==> src/rtl/result_bcd_converter.sv <==
// result_bcd_converter: multi-cycle binary-to-BCD converter (shift-and-add-3).
// Takes the recurrence datapath result word and converts it to packed decimal
// digits. Each conversion takes IN_W cycles. The digits are held behind a
// valid/ack handshake until the consumer takes them.
// Optional build macro: LEADING_ZERO_BLANK_EN. When defined, leading zero digits
// above the most significant nonzero digit are replaced by 4'hF on output.
module result_bcd_converter #(
   parameter int IN_W   = 21,
   parameter int DIGITS = 7
) (
   input  logic                  clk,
   input  logic                  rst,
   input  logic                  start,
   input  logic [IN_W-1:0]       bin_in,
   input  logic                  ack,
   output logic                  busy,
   output logic                  valid,
   output logic [4*DIGITS-1:0]   bcd_out
);

   localparam int BCD_W  = 4 * DIGITS;
   localparam int WORK_W = BCD_W + IN_W;
   localparam int CNT_W  = $clog2(IN_W + 1);

   // 10^n in a wide word, so the digit-count check works for any practical size
   function automatic logic [127:0] pow10(input int n);
      logic [127:0] p;
      p = 128'd1;
      for (int i = 0; i < n; i++) begin
         p = p * 128'd10;
      end
      return p;
   endfunction

   localparam logic [127:0] MAX_IN = (128'd1 << IN_W) - 128'd1;

   // DIGITS must be wide enough to hold the largest possible input value
   generate
      if (!(pow10(DIGITS) > MAX_IN)) begin : g_digits_check
         $error("result_bcd_converter: DIGITS too small for IN_W");
      end
   endgenerate

   typedef enum logic [1:0] {
      IDLE  = 2'd0,
      SHIFT = 2'd1,
      DONE  = 2'd2
   } state_t;

   state_t            state_reg;
   state_t            state_next;
   logic [CNT_W-1:0]  cnt_reg;
   logic [BCD_W-1:0]  bcd_reg;
   logic [IN_W-1:0]   bin_reg;
   logic [BCD_W-1:0]  bcd_out_reg;

   logic [BCD_W-1:0]  bcd_corr;
   logic [WORK_W-1:0] work_shift;
   logic [BCD_W-1:0]  bcd_shift;
   logic [IN_W-1:0]   bin_shift;
   logic [BCD_W-1:0]  load_value;
   logic              last_iter;

   // Add-3 correction on every nibble in parallel, all from the pre-shift value
   genvar gi;
   generate
      for (gi = 0; gi < DIGITS; gi++) begin : g_corr
         assign bcd_corr[4*gi +: 4] = (bcd_reg[4*gi +: 4] >= 4'd5) ?
                                      (bcd_reg[4*gi +: 4] + 4'd3) :
                                       bcd_reg[4*gi +: 4];
      end
   endgenerate

   // Shift the corrected working register left by one; the bin MSB enters bcd
   assign work_shift = {bcd_corr, bin_reg} << 1;
   assign bcd_shift  = work_shift[WORK_W-1 -: BCD_W];
   assign bin_shift  = work_shift[IN_W-1:0];
   assign last_iter  = (cnt_reg == CNT_W'(1));

`ifdef LEADING_ZERO_BLANK_EN
   // lead_zero[k]: digit k and every digit above it are zero
   logic [DIGITS:1] lead_zero;
   assign lead_zero[DIGITS] = 1'b1;
   generate
      for (gi = 0; gi < DIGITS; gi++) begin : g_blank
         if (gi == 0) begin : g_units
            // the units digit is always shown, so a zero result reads "0"
            assign load_value[3:0] = bcd_shift[3:0];
         end else begin : g_upper
            assign lead_zero[gi] = (bcd_shift[4*gi +: 4] == 4'd0) && lead_zero[gi+1];
            assign load_value[4*gi +: 4] = lead_zero[gi] ? 4'hF : bcd_shift[4*gi +: 4];
         end
      end
   endgenerate
`else
   assign load_value = bcd_shift;
`endif

   // State register
   always_ff @(posedge clk or negedge rst) begin
      if (!rst) begin
         state_reg <= IDLE;
      end else begin
         state_reg <= state_next;
      end
   end

   // Next-state logic: accept start only in IDLE, ack only in DONE
   always_comb begin
      state_next = state_reg;
      case (state_reg)
         IDLE:    if (start)     state_next = SHIFT;
         SHIFT:   if (last_iter) state_next = DONE;
         DONE:    if (ack)       state_next = IDLE;
         default:                state_next = IDLE;
      endcase
   end

   // Working register, iteration counter and output digit register
   always_ff @(posedge clk or negedge rst) begin
      if (!rst) begin
         cnt_reg     <= '0;
         bcd_reg     <= '0;
         bin_reg     <= '0;
         bcd_out_reg <= '0;
      end else begin
         case (state_reg)
            IDLE: begin
               if (start) begin
                  bin_reg <= bin_in;
                  bcd_reg <= '0;
                  cnt_reg <= CNT_W'(IN_W);
               end
            end
            SHIFT: begin
               bcd_reg <= bcd_shift;
               bin_reg <= bin_shift;
               cnt_reg <= cnt_reg - CNT_W'(1);
               if (last_iter) begin
                  bcd_out_reg <= load_value;
               end
            end
            default: ;
         endcase
      end
   end

   assign busy    = (state_reg == SHIFT);
   assign valid   = (state_reg == DONE);
   assign bcd_out = bcd_out_reg;

endmodule

==> config.mk <==
export PLATFORM = sky130hd
export DESIGN_NAME = result_bcd_converter
export DESIGN_NICKNAME = d
export VERILOG_FILES = /design/src/rtl/result_bcd_converter.sv
export SDC_FILE = /design/constraint.sdc
export NUM_CORES = 1
export LEC_CHECK = 0
export BUFFER_PORTS_ARGS = -buffer_cell sky130_fd_sc_hd__buf_2
export CORE_MARGIN = 1.5
export CORE_UTILIZATION = 45
export DETAILED_ROUTE_END_ITERATION = 6
export GPL_TIMING_DRIVEN = 0
export PLACE_DENSITY = 0.66
export SETUP_SLACK_MARGIN = 0.3
export SLEW_MARGIN = 10
export SYNTH_ARGS = -nofsm -noshare
export SYNTH_HDL_FRONTEND = slang
export SYNTH_SLANG_ARGS = --single-unit
==> constraint.sdc <==
create_clock -name clk -period 1.8 [get_ports clk]
set_input_delay 0 -clock clk [delete_from_list [all_inputs] [get_ports clk]]
set_output_delay 0 -clock clk [all_outputs]
set_load 0.01 [all_outputs]
==> results.json, run 1 <==
{
  "finalPower_mw": 9.30,
  "multiInputGateArea_sq_um": 2090,
  "hold_class": "input pin to register",
  "die_h_um": 97.9,
  "hold_viol_final": 0,
  "path_depth": 6,
  "ys_types": 27,
  "relSlewSlack": 0.613,
  "grt_overflow": 0,
  "start_util": 0.465,
  "crit_arrival_ns": 1.84,
  "worst_path_max_delay_cell": "dfrtp_1",
  "setup_viol": 0,
  "dp_hpwl_um": 6320,
  "fp.coreArea_sq_um": 8720,
  "ys_seq_area_frac": 0.518,
  "outcome": "completed",
  "routedWlPerCell_um": 15.8,
  "worst-setup-path-type": "register to register",
  "fin_area_sq_um": 5480,
  "via_count": 3512,
  "p_per_area_nw_per_um2": 1700,
  "path_buf_inv": 2,
  "grt_start_max_net_pins": 57,
  "fin_tns_setup_ns": 0,
  "cts.sink_count": 84,
  "max_stage_delay_ns": 0.39,
  "clockRootBuffer": "clkbuf_8",
  "synth_nets": 462,
  "drtAntennaViolNets": 0,
  "viasPerCell": 5.41,
  "path_cells": "inv_2, ha_4, nor4b_4, nand2_4, buf_6, mux2_2",
  "worstHoldStart": "start",
  "slew_violations": 0,
  "drt_iter0_markers": 142,
  "drive_above_1_share": 0.318,
  "rsz0062_at_grt": "true",
  "grt_util_met2": 0.372,
  "nNetsFinal": 577,
  "cts_htree_levels": 3,
  "reg2reg_depth": 6,
  "crit_path_end_kind": "register",
  "syn_avg_cell_area_sq_um": 9.63,
  "fp-row-count": 34,
  "gr-usage-all-layers": 0.209,
  "cap_violations": 0,
  "drc": 0,
  "ys_top_cells_by_area": "dfrtp_1, o21ai_0, nand2_1, ha_1, a21oi_1",
  "die_x_um": 97.9,
  "regArea_sq_um": 2100,
  "cts_made_buffers": 9,
  "clkTransAtPathRegs_ns": 0.08,
  "crit_start": "cnt_reg[1]",
  "port_buffers": 54,
  "async_reset_ff_frac": 1.00,
  "finalWirelength_um": 10200,
  "grt_pass1_vias": 3463,
  "grt_pass1_wl_um": 16100,
  "worstSkewPairLatency_ns": 0.36,
  "crit_family": "simple AND/OR/NAND/NOR gates",
  "clk_path_buf_depth": 2,
  "place_congestion": 0.776,
  "synth-edff-count": 0,
  "dr.pass1.iters": 4,
  "synth_top_area_cell": "dfrtp_1",
  "syn_area_sq_um": 4060,
  "worst_pin_slew_ns": 0.581,
  "antenna_found_initial": 0,
  "num_antenna_cells": 0,
  "grt_most_used_layer": "met2",
  "fin_util": 0.629,
  "skew_ns": 0.0165,
  "worstPathRequired_ns": 2.04,
  "synth_top_area_frac": 0.518,
  "yosysMostFrequentCell": "dfrtp_1",
  "finalCritPeriodShare": 0.890,
  "cts_tree": "built",
  "globalRouteMet1Util": 0.251,
  "ios": 55,
  "fill_cells": 693,
  "dieArea_sq_um": 9590,
  "worstPathMaxFanout": 8,
  "ys_ff_latch": 84,
  "holdPathStages": 4,
  "period_needed_ns": 1.60,
  "dpl-instance-area_sq_um": 4520,
  "hold_ws_ns": 0.113,
  "leakage_nw": 2.50,
  "yosysWarnings": 0,
  "critPathLaunchType": "register",
  "yosys-top-cells-count": "dfrtp_1, o21ai_0, nand2_1, a21oi_1, a22oi_1",
  "irDropWorstVdd_uv": 579,
  "syn_to_final_growth_pct": 35.2,
  "r2r-start": "cnt_reg[1]",
  "fmax_ghz": 0.624,
  "synthCells": 421,
  "use_met3": 0.0480,
  "synth_flop_cell": "dfrtp_1"
}
## placed cells by master (no fill, tap or decap), types with 8 or more instances in the layout
master,n
ha_4,8
dlygate4sd3_1,23
clkbuf_8,10
buf_4,29
inv_2,14
o21ai_1,21
clkbuf_1,9
nor3b_1,13
a22oi_1,20
nand2b_4,8
buf_2,56
a21oi_1,28
o21ai_0,55
xnor2_1,9
nor2b_1,17
dfrtp_1,83
nand2_1,60
## repair_timing
item,CTS,global route
endpoints found under the hold margin,106,0
hold buffers,23,0
resized for setup,50,67
cloned,0,0
setup buffers,18,8
endpoints found under the setup margin,40,62
pin swaps,8,9
## per-layer routing
layer | part of all wire | vias to the layer above
met5 | 0 | -
met4 | 0.018 | 0
met3 | 0.035 | 16
met2 | 0.52 | 79
met1 | 0.43 | 1725
li1 | - | 1692
## worst register-to-register path, cell delays in order, from the launching register on
cell and delay [ns]:
dfrtp_1 0.39, inv_2 0.08, ha_4 0.12, nor4b_4 0.32
nand2_4 0.17, buf_6 0.16, mux2_2 0.26
## layout make-up
type	count	area share
tap	108	0.0246
timing repair buffer	104	0.133
buffer	21	0.0276
clock buffer	13	0.0272
multi-input combinational	296	0.381
sequential	84	0.384
inverter	20	0.0141
clock inverter	3	0.00844
## power breakdown
group | switching, mW | total, mW | internal [mW]
logic | 2.29 | 4.60 | 2.31
clock network | 0.672 | 1.36 | 0.684
registers | 0.722 | 3.34 | 2.62
total | 3.68 | 9.30 | 5.62
## logic make-up after synthesis
group                      after synthesis  share of synthesized area
and+or+nand+nor                        120                      0.152
DFF                                     84                      0.518
adders and majority gates               16                     0.0494
muxes                                   10                     0.0278
xor gates and xnor gates                 9                     0.0194
buffers and inverters                   41                     0.0432
AOI/OAI and AO/OA                      141                      0.190
## worst paths after layout
check	end	slack, ns
setup / recovery	bcd_out[1]	0.20
hold / removal	bin_reg[5]	0.11
setup reg to reg	bcd_out[1]	0.20
hold reg to reg	bcd_out[22]	0.48
max in group asynchronous	state_reg[0]	1.06
min in group asynchronous	bcd_out[5]	0.12
## stage by stage
stage	cells	setup slack, ns
floorplan	421	0.313
global placement	583	0.00824
detailed placement	584	0.111
CTS	641	0.281
global route	649	0.149
finish	649	0.198
No activity file was read; power rests on OpenSTA's default activity.
==> run 2: changes to the inputs <==
--- a/config.mk
+++ b/config.mk
@@ -5,13 +5,12 @@
 export SDC_FILE = /design/constraint.sdc
 export NUM_CORES = 1
 export LEC_CHECK = 0
-export BUFFER_PORTS_ARGS = -buffer_cell sky130_fd_sc_hd__buf_2
 export CORE_MARGIN = 1.5
 export CORE_UTILIZATION = 45
 export DETAILED_ROUTE_END_ITERATION = 6
+export DONT_BUFFER_PORTS = 1
 export GPL_TIMING_DRIVEN = 0
-export PLACE_DENSITY = 0.66
-export SETUP_SLACK_MARGIN = 0.3
+export PLACE_DENSITY = 0.72
 export SLEW_MARGIN = 10
 export SYNTH_ARGS = -nofsm -noshare
 export SYNTH_HDL_FRONTEND = slang
==> run 2 against run 1 <==
Effect of this change:
- the run now ends with hold timing left
- clock power fell by 10%
- routed wire length fell by 11%
- critical path depth fell by 1
- clock skew fell by 0.0048 ns
- non-clock buffer count fell by 77
- setup slack got worse by 0.082 ns
- hold slack got worse by 0.78 ns
- fmax fell by 4.9%
- global-route usage fell by 1.3 points
- register-to-register slack got worse by 0.08 ns
- die area did not move
- sequential share of layout area rose by 6.6 points
==> results.json, run 2 (same netlist as run 1, synthesis figures left out) <==
{
  "cts_tree": "built",
  "die_x_um": 97.9,
  "hold_ws_ns": -0.666,
  "routedWlPerCell_um": 15.8,
  "port_buffers": 0,
  "clk_path_buf_depth": 2,
  "dr.pass1.iters": 4,
  "p_per_area_nw_per_um2": 1610,
  "worstPathMaxFanout": 7,
  "nNetsFinal": 500,
  "start_util": 0.465,
  "irDropWorstVdd_uv": 676,
  "skew_ns": 0.0117,
  "max_stage_delay_ns": 0.57,
  "dp_hpwl_um": 6040,
  "antenna_found_initial": 0,
  "worstSkewPairLatency_ns": 0.35,
  "syn_to_final_growth_pct": 15.2,
  "final_cell_mix": "dfrtp_1, o21ai_0, nand2_1",
  "finalWirelength_um": 9060,
  "fp-row-count": 34,
  "drc": 0,
  "fin_tns_setup_ns": 0,
  "ctsHoldBuffers": 27,
  "drt_iter0_markers": 126,
  "cts.sink_count": 84,
  "drive_above_1_share": 0.121,
  "cts_setup_buffers": 0,
  "relSlewSlack": 0.685,
  "worstPathRequired_ns": 2.06,
  "grt_overflow": 0,
  "worst-setup-path-type": "register to register",
  "leakage_nw": 2.01,
  "path_cells": "nor2b_1, buf_2, a21oi_1, dlygate4sd3_1, o21ai_0",
  "grt_pass1_wl_um": 15300,
  "drtAntennaViolNets": 0,
  "viasPerCell": 5.61,
  "finalCritPeriodShare": 0.935,
  "setup_viol": 0,
  "violations": "hold timing",
  "gr-usage-all-layers": 0.196,
  "fp.coreArea_sq_um": 8720,
  "hold_class": "input pin to async pin",
  "fin_area_sq_um": 4670,
  "cap_violations": 0,
  "cts_htree_levels": 3,
  "hold_viol_final": 84,
  "cts_made_buffers": 9,
  "crit_path_end_kind": "register",
  "fmax_ghz": 0.594,
  "dpl-instance-area_sq_um": 4190,
  "critPathLaunchType": "register",
  "num_antenna_cells": 0,
  "dieArea_sq_um": 9590,
  "clockRootBuffer": "clkbuf_8",
  "clkTransAtPathRegs_ns": 0.09,
  "via_count": 3207,
  "worst_pin_slew_ns": 0.472,
  "die_h_um": 97.9,
  "fill_cells": 761,
  "crit_arrival_ns": 1.95,
  "crit_family": "buffers and inverters",
  "ios": 55,
  "grt_pass1_vias": 3250,
  "grt_start_max_net_pins": 85,
  "rsz0062_at_grt": "false",
  "period_needed_ns": 1.68,
  "outcome": "complete, but fails checks",
  "path_buf_inv": 2,
  "final_common_cell": "dfrtp_1",
  "worst_path_max_delay_cell": "dlygate4sd3_1",
  "fin_util": 0.536,
  "place_congestion": 0.789,
  "slew_violations": 0
}
[run 2: what timing repair did]
action,in CTS,in global routing
resized for setup,0,15
setup endpoints to repair,0,18
endpoints found under the hold margin,106,84
[run 2: per-layer routing]
| metal | track usage | up-vias | wire [um] | part of all wire |
|---|---|---|---|---|
| met5 | 0 | - | 0 | 0 |
| li1 | - | 1529 | - | - |
| met2 | 0.339 | 85 | 4600 | 0.51 |
| met3 | 0.0601 | 7 | 607 | 0.067 |
| met4 | 0.0418 | 0 | 62 | 0.0068 |
| met1 | 0.242 | 1586 | 3800 | 0.42 |
[run 2: report_power, final]
group	leakage (nW)	total (mW)	switching, mW	internal [mW]
clock	0.0860	1.22	0.712	0.508
combinational	0.845	2.92	1.59	1.33
sequential	1.08	3.40	0.778	2.62
[run 2: area by class of cell]
| cell class | instances | area [sq um] | share of cell area |
|---|---|---|---|
| multi-input combinational | 296 | 1810 | 0.388 |
| clock inverter | 7 | 51.3 | 0.0110 |
| timing repair buffer | 27 | 270 | 0.0578 |
| tap | 108 | 135 | 0.0289 |
| inverter | 20 | 75.1 | 0.0161 |
| buffer | 21 | 103 | 0.0220 |
| clock buffer | 9 | 124 | 0.0265 |
| sequential | 84 | 2100 | 0.450 |
[run 2: through the flow]
step	instances	power [mW]	hold WS [ns]	setup WS, ns
2_1_floorplan	421	5.44	-0.296	0.274
3_3_place_gp	529	6.00	-0.294	0.158
3_5_place_dp	529	6.20	-0.293	0.0729
4_1_cts	572	7.49	-0.688	0.0387
5_1_grt	572	8.20	-0.694	0.00353
6_report	572	7.54	-0.666	0.116
[run 2: final timing paths]
check / startpoint / endpoint / slack, ns / cells past startpoint
setup / recovery: state_reg[1] / bin_reg[7] / 0.12 / 5
hold / removal: rst / bcd_out[9] / -0.67 / 0
setup reg to reg: state_reg[1] / bin_reg[7] / 0.12 / 5
hold reg to reg: bin_reg[2] / bin_reg[2] / 0.50 / 2
max in group asynchronous: rst / bcd_reg[0] / 2.31 / 0
min in group clk: start / bin_reg[1] / 0.09 / 3
==> run 3: changes to the inputs <==
--- a/config.mk
+++ b/config.mk
@@ -5,12 +5,14 @@
 export SDC_FILE = /design/constraint.sdc
 export NUM_CORES = 1
 export LEC_CHECK = 0
+export CELL_PAD_IN_SITES_DETAIL_PLACEMENT = 1
+export CELL_PAD_IN_SITES_GLOBAL_PLACEMENT = 1
 export CORE_MARGIN = 1.5
 export CORE_UTILIZATION = 45
 export DETAILED_ROUTE_END_ITERATION = 6
 export DONT_BUFFER_PORTS = 1
 export GPL_TIMING_DRIVEN = 0
-export PLACE_DENSITY = 0.72
+export PLACE_DENSITY = 0.86
 export SLEW_MARGIN = 10
 export SYNTH_ARGS = -nofsm -noshare
 export SYNTH_HDL_FRONTEND = slang
==> run 3 against run 2 <==
Effect of this change:
- the run still ends with hold timing left
- hold slack worse by 0.019 ns
- count of clock-buffer cells in the layout stayed put
- setup slack worse by 0.014 ns
- sequential power hardly changed
- register-to-register slack hardly changed
- non-clock buffer count is 2 higher
==> results.json, run 3 (same netlist as run 1, synthesis figures left out) <==
{
  "viasPerCell": 5.72,
  "antenna_found_initial": 0,
  "cts_htree_levels": 3,
  "violations": "hold timing",
  "finalCritPeriodShare": 0.943,
  "hold_viol_final": 84,
  "hold_ws_ns": -0.685,
  "setup_viol": 0,
  "dp_hpwl_um": 6810,
  "syn_to_final_growth_pct": 16.3,
  "crit_arrival_ns": 1.95,
  "clkTransAtPathRegs_ns": 0.09,
  "cts.sink_count": 84,
  "reg2reg_depth": 6,
  "drtAntennaViolNets": 0,
  "final_common_cell": "dfrtp_1",
  "port_buffers": 0,
  "worst-setup-path-type": "register to register",
  "worstSkewPairLatency_ns": 0.37,
  "cts_made_buffers": 9,
  "finalWirelength_um": 10700,
  "drive_above_1_share": 0.124,
  "skew_ns": 0.00663,
  "dr.pass1.iters": 4,
  "grt_start_max_net_pins": 85,
  "crit_path_end_kind": "register",
  "p_per_area_nw_per_um2": 1670,
  "worstPathRequired_ns": 2.05,
  "fin_tns_setup_ns": 0,
  "final_cell_mix": "dfrtp_1, o21ai_0, nand2_1",
  "place_congestion": 0.788,
  "worstPathMaxFanout": 7,
  "critPathLaunchType": "register",
  "cap_violations": 0,
  "outcome": "complete, but fails checks",
  "drc": 0,
  "die_x_um": 97.9,
  "grt_overflow": 0,
  "routedWlPerCell_um": 18.6,
  "grt_pass1_wl_um": 18200,
  "drt_iter0_markers": 114,
  "rrSetupSlack_ns": 0.10,
  "ctsHoldBuffers": 27,
  "gr-usage-all-layers": 0.238,
  "fp.coreArea_sq_um": 8720,
  "worst_pin_slew_ns": 0.491,
  "num_antenna_cells": 0,
  "relSlewSlack": 0.673,
  "start_util": 0.465,
  "cts_tree": "built",
  "grt_pass1_vias": 3692,
  "fmax_ghz": 0.589,
  "irDropWorstVdd_uv": 685,
  "dieArea_sq_um": 9590,
  "via_count": 3284,
  "finalPower_mw": 7.89,
  "r2r-start": "cnt_reg[1]",
  "dp.cells": 529,
  "die_h_um": 97.9,
  "slew_violations": 0,
  "clk_path_buf_depth": 2,
  "hold_class": "input pin to async pin",
  "fin_util": 0.541,
  "rr_endpoint": "bcd_out[0]",
  "period_needed_ns": 1.70,
  "nNetsFinal": 502,
  "final_cells": 574,
  "leakage_nw": 2.03,
  "clockRootBuffer": "clkbuf_8",
  "fp-row-count": 34,
  "ios": 55
}
[run 3: cell types whose count changed in the layout (fill, tap and decap cells not counted)]
cell,delta
a21oi_1,-1
a21oi_2,+1
buf_4,+2
bufinv_16,+1
clkbuf_1,+1
clkbuf_2,-1
clkinv_2,-1
clkinv_4,+1
inv_6,-1
o21ai_0,-2
o21ai_1,+2
[run 3: per-layer routing]
metal,wire (um),GRT usage
met5,0,0
met4,187,0.0868
met3,505,0.0580
met2,5620,0.421
met1,4360,0.281
[run 3: how the worst max path moves through the flow]
stage / from / endpoint / cells past startpoint
final: cnt_reg[1] / bcd_out[0] / 6
after global routing: cnt_reg[1] / bcd_out[8] / 6
after CTS: bcd_reg[4] / bcd_reg[6] / 6
after detailed placement: bcd_reg[4] / bcd_reg[6] / 6
after global placement: bcd_reg[20] / bcd_out[22] / 6
after floorplan: bcd_reg[0] / bcd_out[2] / 6
[run 3: timing repair]
item                       in CTS  in global routing
setup buffers                   0                  2
resized for setup               0                 16
hold endpoints to repair      106                 84
setup endpoints to repair       0                 29
[run 3: area by class of cell]
cell class	count	area (sq um)
Clock inverter	7	76.3
Clock buffer	9	124
Timing Repair Buffer	29	285
Buffer	21	101
Fill cell	973	4010
Inverter	20	75.1
Tap cell	108	135
Multi-Input combinational cell	296	1820
Sequential cell	84	2100
[run 3: stage by stage]
stage | worst slack (ns) | instance area, sq um
6_report | 0.102 | 4720
3_5_place_dp | 0.0509 | 4190
3_3_place_gp | 0.154 | 4190
4_1_cts | 0.0322 | 4660
2_1_floorplan | 0.274 | 4060
5_1_grt | -0.0297 | 4720
[run 3: where the power goes]
part	switching (mW)	total, mW	internal [mW]
Sequential	0.804	3.43	2.62
Clock	0.740	1.39	0.648
Combinational	1.72	3.07	1.35
Total	3.27	7.89	4.62
[run 3: worst max-delay path, cell delays in order, from the launching register on]
cell	delay, ns
dfrtp_1	0.41
inv_1	0.10
ha_1	0.15
nor4b_2	0.28
nand2_2	0.19
buf_4	0.19
mux2_2	0.26
